## config.mk

```make
export PLATFORM = sky130hd
export DESIGN_NAME = ex_div_sequencer
export DESIGN_NICKNAME = d
export VERILOG_FILES = /design/src/rtl/ex_div_sequencer.sv
export SDC_FILE = /design/constraint.sdc
export NUM_CORES = 1
export LEC_CHECK = 0
export CORE_MARGIN = 2
export CORE_UTILIZATION = 25
export CTS_BUF_LIST = sky130_fd_sc_hd__clkbuf_2
export DETAILED_ROUTE_END_ITERATION = 7
export GPL_ROUTABILITY_DRIVEN = 0
export PLACE_DENSITY = 0.52
export SLEW_MARGIN = 20
export SYNTH_ARGS = -nofsm -noshare
export SYNTH_HDL_FRONTEND = slang
export SYNTH_SLANG_ARGS = --single-unit
```

## constraint.sdc

```tcl
create_clock -name clock -period 12.65 [get_ports clock]
set_clock_uncertainty 0.15 [all_clocks]
set_input_delay 3.1625 -clock clock [delete_from_list [all_inputs] [get_ports clock]]
set_output_delay 3.1625 -clock clock [all_outputs]
set_load 0.01 [all_outputs]
```

## src/rtl/ex_div_sequencer.sv

```systemverilog
// Multi-cycle radix-2 restoring divider for MIPS DIV/DIVU beside the EX stage.
// Holds the pipeline through the divide and pulses result_valid with {remainder, quotient}.
module ex_div_sequencer #(
  parameter int WIDTH = 32
) (
  input  logic               clock,
  input  logic               reset,
  input  logic               start,
  input  logic               signed_div,
  input  logic [WIDTH-1:0]   dividend,
  input  logic [WIDTH-1:0]   divisor,
  input  logic               annul,
  output logic               stall_request,
  output logic               result_valid,
  output logic [2*WIDTH-1:0] result
);

  localparam int CW = $clog2(WIDTH) + 1;

  typedef enum logic [1:0] {
    S_IDLE = 2'd0,
    S_ZERO = 2'd1,
    S_BUSY = 2'd2,
    S_DONE = 2'd3
  } state_e;

  state_e             state_q, state_d;
  logic [CW-1:0]      cnt_q, cnt_d;
  logic [WIDTH-1:0]   rem_q, rem_d;
  logic [WIDTH-1:0]   quo_q, quo_d;
  logic [WIDTH-1:0]   dvs_q, dvs_d;
  logic               q_neg_q, q_neg_d;
  logic               r_neg_q, r_neg_d;
  logic [2*WIDTH-1:0] result_q, result_d;

  logic [WIDTH:0]     rem_ext;
  logic [WIDTH:0]     trial;
  logic [WIDTH-1:0]   step_rem;
  logic [WIDTH-1:0]   step_quo;
  logic [WIDTH-1:0]   dvd_mag;
  logic [WIDTH-1:0]   dvs_mag;

  always_comb begin
    state_d  = state_q;
    cnt_d    = cnt_q;
    rem_d    = rem_q;
    quo_d    = quo_q;
    dvs_d    = dvs_q;
    q_neg_d  = q_neg_q;
    r_neg_d  = r_neg_q;
    result_d = result_q;

    // One restoring step: shift {rem, quo} left and try subtracting the divisor.
    rem_ext = {rem_q, quo_q[WIDTH-1]};
    trial   = rem_ext - {1'b0, dvs_q};
    if (!trial[WIDTH]) begin
      step_rem = trial[WIDTH-1:0];
      step_quo = {quo_q[WIDTH-2:0], 1'b1};
    end else begin
      step_rem = rem_ext[WIDTH-1:0];
      step_quo = {quo_q[WIDTH-2:0], 1'b0};
    end

    dvd_mag = (signed_div && dividend[WIDTH-1]) ? -dividend : dividend;
    dvs_mag = (signed_div && divisor[WIDTH-1])  ? -divisor  : divisor;

    case (state_q)
      S_IDLE: begin
        if (start && !annul) begin
          if (divisor == '0) begin
            state_d = S_ZERO;
          end else begin
            state_d = S_BUSY;
            rem_d   = '0;
            quo_d   = dvd_mag;
            dvs_d   = dvs_mag;
            cnt_d   = '0;
            q_neg_d = signed_div & (dividend[WIDTH-1] ^ divisor[WIDTH-1]);
            r_neg_d = signed_div & dividend[WIDTH-1];
          end
        end
      end
      S_ZERO: begin
        if (annul) begin
          state_d = S_IDLE;
        end else begin
          state_d  = S_DONE;
          result_d = '0;
        end
      end
      S_BUSY: begin
        if (annul) begin
          state_d = S_IDLE;
        end else begin
          rem_d = step_rem;
          quo_d = step_quo;
          cnt_d = cnt_q + CW'(1);
          // The final step registers the signed result so it is stable during DONE.
          if (cnt_q == CW'(WIDTH - 1)) begin
            state_d  = S_DONE;
            result_d = {(r_neg_q ? -step_rem : step_rem),
                        (q_neg_q ? -step_quo : step_quo)};
          end
        end
      end
      S_DONE: begin
        state_d = S_IDLE;
      end
      default: begin
        state_d = S_IDLE;
      end
    endcase
  end

  always_ff @(posedge clock) begin
    if (reset) begin
      state_q  <= S_IDLE;
      cnt_q    <= '0;
      rem_q    <= '0;
      quo_q    <= '0;
      dvs_q    <= '0;
      q_neg_q  <= 1'b0;
      r_neg_q  <= 1'b0;
      result_q <= '0;
    end else begin
      state_q  <= state_d;
      cnt_q    <= cnt_d;
      rem_q    <= rem_d;
      quo_q    <= quo_d;
      dvs_q    <= dvs_d;
      q_neg_q  <= q_neg_d;
      r_neg_q  <= r_neg_d;
      result_q <= result_d;
    end
  end

  assign stall_request = ((state_q == S_IDLE) && start && !annul) ||
                         (state_q == S_ZERO) || (state_q == S_BUSY);
  assign result_valid  = (state_q == S_DONE);
  assign result        = result_q;

endmodule

```

; ---- After elaboration in Yosys (flattened, before gate mapping)
; Index checks and enable logic that the tools add are counted.
[totals]
reg_bits = 170
in_bits = 69
out_inout_bits = 66
elab_cells = 72
[classes]
n_addsub = 6
n_eq_ne = 10
muxes = 28
bitwise_logic = 4
reduce_logical = 16
[ops]
columns = op, count
row1 = 2-to-1 mux 32 bit, 11
row2 = 2-to-1 mux 64 bit, 3
row3 = negator 32 bit, 4
row4 = case mux 32 bit (2 select lines), 2
row5 = case mux 64 bit (2 select lines), 1
row6 = subtractor 33 x 32 -> 33 bit, 1
row7 = zero test 32 bit, 1
row8 = 2-to-1 mux 6 bit, 3
row9 = case mux 6 bit (2 select lines), 1
row10 = 2-to-1 mux 2 bit, 5
row11 = "inequality test 2 bit, second input constant", 5
row12 = case mux 2 bit (4 select lines), 1
row13 = AND reduction 4 bit, 2
row14 = "adder 6 x 1 -> 6 bit, second input constant", 1
row15 = "equality test 6 x 5 -> 1 bit, second input constant", 1
row16 = logical AND 1 bit, 5
row17 = "equality test 2 bit, second input constant", 2
row18 = nonzero test 2 bit, 2
row19 = "inequality test 3 bit, second input constant", 1
row20 = AND reduction 3 bit, 1
row21 = AND 1 bit, 2
row22 = "equality test 2 x 1 -> 1 bit, second input constant", 1
row23 = zero test 2 bit, 1
row24 = logical OR 1 bit, 2
row25 = other kinds (5), 5

; ---- Longest topological paths before layout
[depth]
word_depth = 7
mapped_depth = 28
mapped_depth_nobuf = 25

; ---- Worst setup path before layout
; No wires, ideal clock.
[synth_timing]
kind = input -> output
from = input annul
to = output stall_request
t_arrival_ps = 3431
required_ps = 9337
slack_ps = 5906
cell_stages = 2
n_path_buf = 0
path_cell_list = nand3b_1 -> nand2_1
[synth_via]
elab_chain_cells = 4
[synth_lines]
columns = element, line_no
row1 = "start, declared", 12  ; input logic annul,
row2 = zero test 1 bit, 137  ; assign stall_request = ((state_q == S_IDLE) && start && !annul) ||
row3 = logical AND 1 bit, 137
row4 = logical OR 1 bit, 137
row5 = logical OR 1 bit, 138  ; (state_q == S_ZERO) || (state_q == S_BUSY);
row6 = "end, declared", 13  ; output logic stall_request,
; Every way passes these cells.

; ---- Worst setup path after layout
; Ends and elaborated chain as after synthesis.

==> results.yml <==
global_routing:
  grt.overflow.total: 0
  grt_pass1_vias: 10700
  grt_pass1_wl_um: 62000
  antenna_found_initial: 5
  grt_max_degree: 104
  grt_usage_pct: 15.7
die:
  rows: 79
  die-area_mm2: 0.0490
  pin_count: 135
  coreArea_mm2: 0.0466
  start_util_pct: 25.4
  fp.dieH_um: 221
  die-width_um: 221
hold_path:
  hold_path_class: "register to register"
  min_path_cells: 2
power:
  total_leakage_power_nw: 4.88
  power_density_mw_per_mm2: 146
  ir_drop_uv: 81.6
yosys:
  synth_fp_nets: 1711
  synth_area_leaders: "dfxtp_1 29%, nand2_1 7.2%, xnor2_1 6.7%, a21oi_1 6.2%, nor2_1 5.1%"
  ys_seq_area_share_pct: 28.8
  yosysWarningCount: 0
  netlist_instances: 1600
  synthArstFlopShare_pct: 0
  synth_largest_area_cell: "dfxtp_1"
  ys.flop_type: "dfxtp_1"
  synth_edf_count: 0
  avgSynthCellArea_um2: 7.38
  synth_seq_cells: 170
  synth_cell_types: 76
  syn_area_mm2: 0.0118
  synth_top_area_share_pct: 28.8
placed_design:
  dpl-instance-area_mm2: 0.0136
  hpwl_um: 30300
  place_inst: 2255
  numPortBuffers: 134
clock_tree:
  postCtsSetupRepairBufs: 0
  clock_path_buffers: 2
  post_cts_resized: 0
  h-tree-depth: 4
  hold_buffers: 0
  clock_sinks: 170
  cts_root_buf: "clkbuf_2"
  clk_latency_ps: 850
  cts_made_buffers: 17
  path_clk_slew_ps: 250
  cts_tree: "yes"
timing:
  slew_violations: 0
  setup_tns_ps: 0
  fmax_mhz: 127
  slew_headroom_pct: 32.1
  hold_ws_ps: 314
  min_period_ps: 7870
  rsz0062_at_grt: "no"
  fin_crit_sh_pct: 62.2
  finalSetupViolCount: 0
  tightest_slew_ps: 1020
  hold_viol: 0
detailed_routing:
  ant_nets: 0
  avgRoutedWirePerCell_um: 17.1
  viasPerCell: 5.02
  drt-initial-drc-count: 901
  wl_um: 39100
  vias: 11500
  drc: 0
  drt_first_pass_iters: 5
worst_setup_path:
  end_kind: "primary output"
  reg2reg_depth: 22
  required_ps: 9340
  crit_type: "primary input to primary output"
  start_kind: "primary input"
  cp_data_arrival_time_ps: 4560
  critPathMaxFanout: 5
cells_and_area:
  stdcell_area_mm2: 0.0139
  most-common-layout-cells: "225 x nand2_1, 170 x dfxtp_1, 160 x nor2_1"
  layout-drive-gt1-share_pct: 4.23
  final_common_cell: "nand2_1"
  fill_cells: 5030
  fin_cells: 2290
  syn2layout_area_growth_pct: 17.7
  final_util_pct: 29.9
  num-nets-final: 1778
run_status:
  run_status: "completed"
flow_run:
  cap_violations: 0
-- metal layers --
metal / share of wire (%) / up-vias / GRT usage, %
met5: 0 / - / 0
li1: - / 5827 / -
met4: 1.1 / 0 / 3.81
met1: 53 / 5361 / 24.3
met3: 3.9 / 21 / 2.24
met2: 42 / 288 / 22.5
-- logic make-up (layout without fill, tap and decap cells) --
| kind of cell | after synthesis | in the layout | share of synthesized area [%] |
|---|---|---|---|
| and+or+nand+nor | 594 | 594 | 23.4 |
| muxes | 22 | 22 | 1.90 |
| buffers and inverters | 155 | 233 | 5.11 |
| DFF | 170 | 170 | 28.8 |
| AOI/OAI and AO/OA | 476 | 476 | 25.8 |
| adders and majority gates | 42 | 42 | 4.51 |
| xor gates and xnor gates | 141 | 141 | 10.5 |
| other | 0 | 5 | 0 |
-- power breakdown --
group	switching [mW]	leakage, nW	internal (mW)
Sequential	0.0548	1.38	0.589
Combinational	0.695	3.36	0.367
Clock	0.213	0.143	0.111
-- Yosys cell counts, types with 22 or more instances --
master / count
nand2_1: 225
nand3_1: 35
a211oi_1: 41
dfxtp_1: 170
inv_1: 59
xnor2_1: 91
or3_1: 23
ha_1: 41
a21oi_1: 146
a22oi_1: 37
nor3_1: 31
o21ai_0: 103
o21ai_1: 22
nor2_1: 160
clkbuf_1: 73
xor2_1: 50
-- path summary, 6_finish.rpt --
kind,endpoint,startpoint,slack [ps]
setup reg to reg,result[62]$_SDFFE_PP0P_,dvs_q[0]$_SDFFE_PP0P_,6090
setup / recovery,stall_request,annul,4780
hold / removal,result[54]$_SDFFE_PP0P_,result[54]$_SDFFE_PP0P_,310
hold reg to reg,result[54]$_SDFFE_PP0P_,result[54]$_SDFFE_PP0P_,310
-- through the flow --
stage	power [mW]	worst slack, ps
after global routing	2.19	4720
after CTS	2.03	4780
after global placement	1.69	4790
final	2.03	4780
after detailed placement	1.71	4790
after floorplan	1.40	5910
-- registers in the layout, indices dropped and copies added, names as in the netlist --
register  count
dvs_q        32
quo_q        32
rem_q        32
r_neg_q       1
result       64
state_q       2
q_neg_q       1
cnt_q         6
-- worst max-delay path: stages --
cell	delay (ps)
clkdlybuf4s50_1	470
nand3b_1	270
nand2_1	120
clkdlybuf4s50_1	540
-- area by class of cell --
class	instances	area [µm²]	share of cell area, %
antenna	5	12.5	0.0900
clock buffer	17	85.1	0.612
clock inverter	13	170	1.22
inverter	60	225	1.62
multi-input combinational	1275	7840	56.4
sequential	170	3400	24.5
tap	607	759	5.46
timing repair buffer	143	1410	10.1
Power figures use the tool's default switching activity.
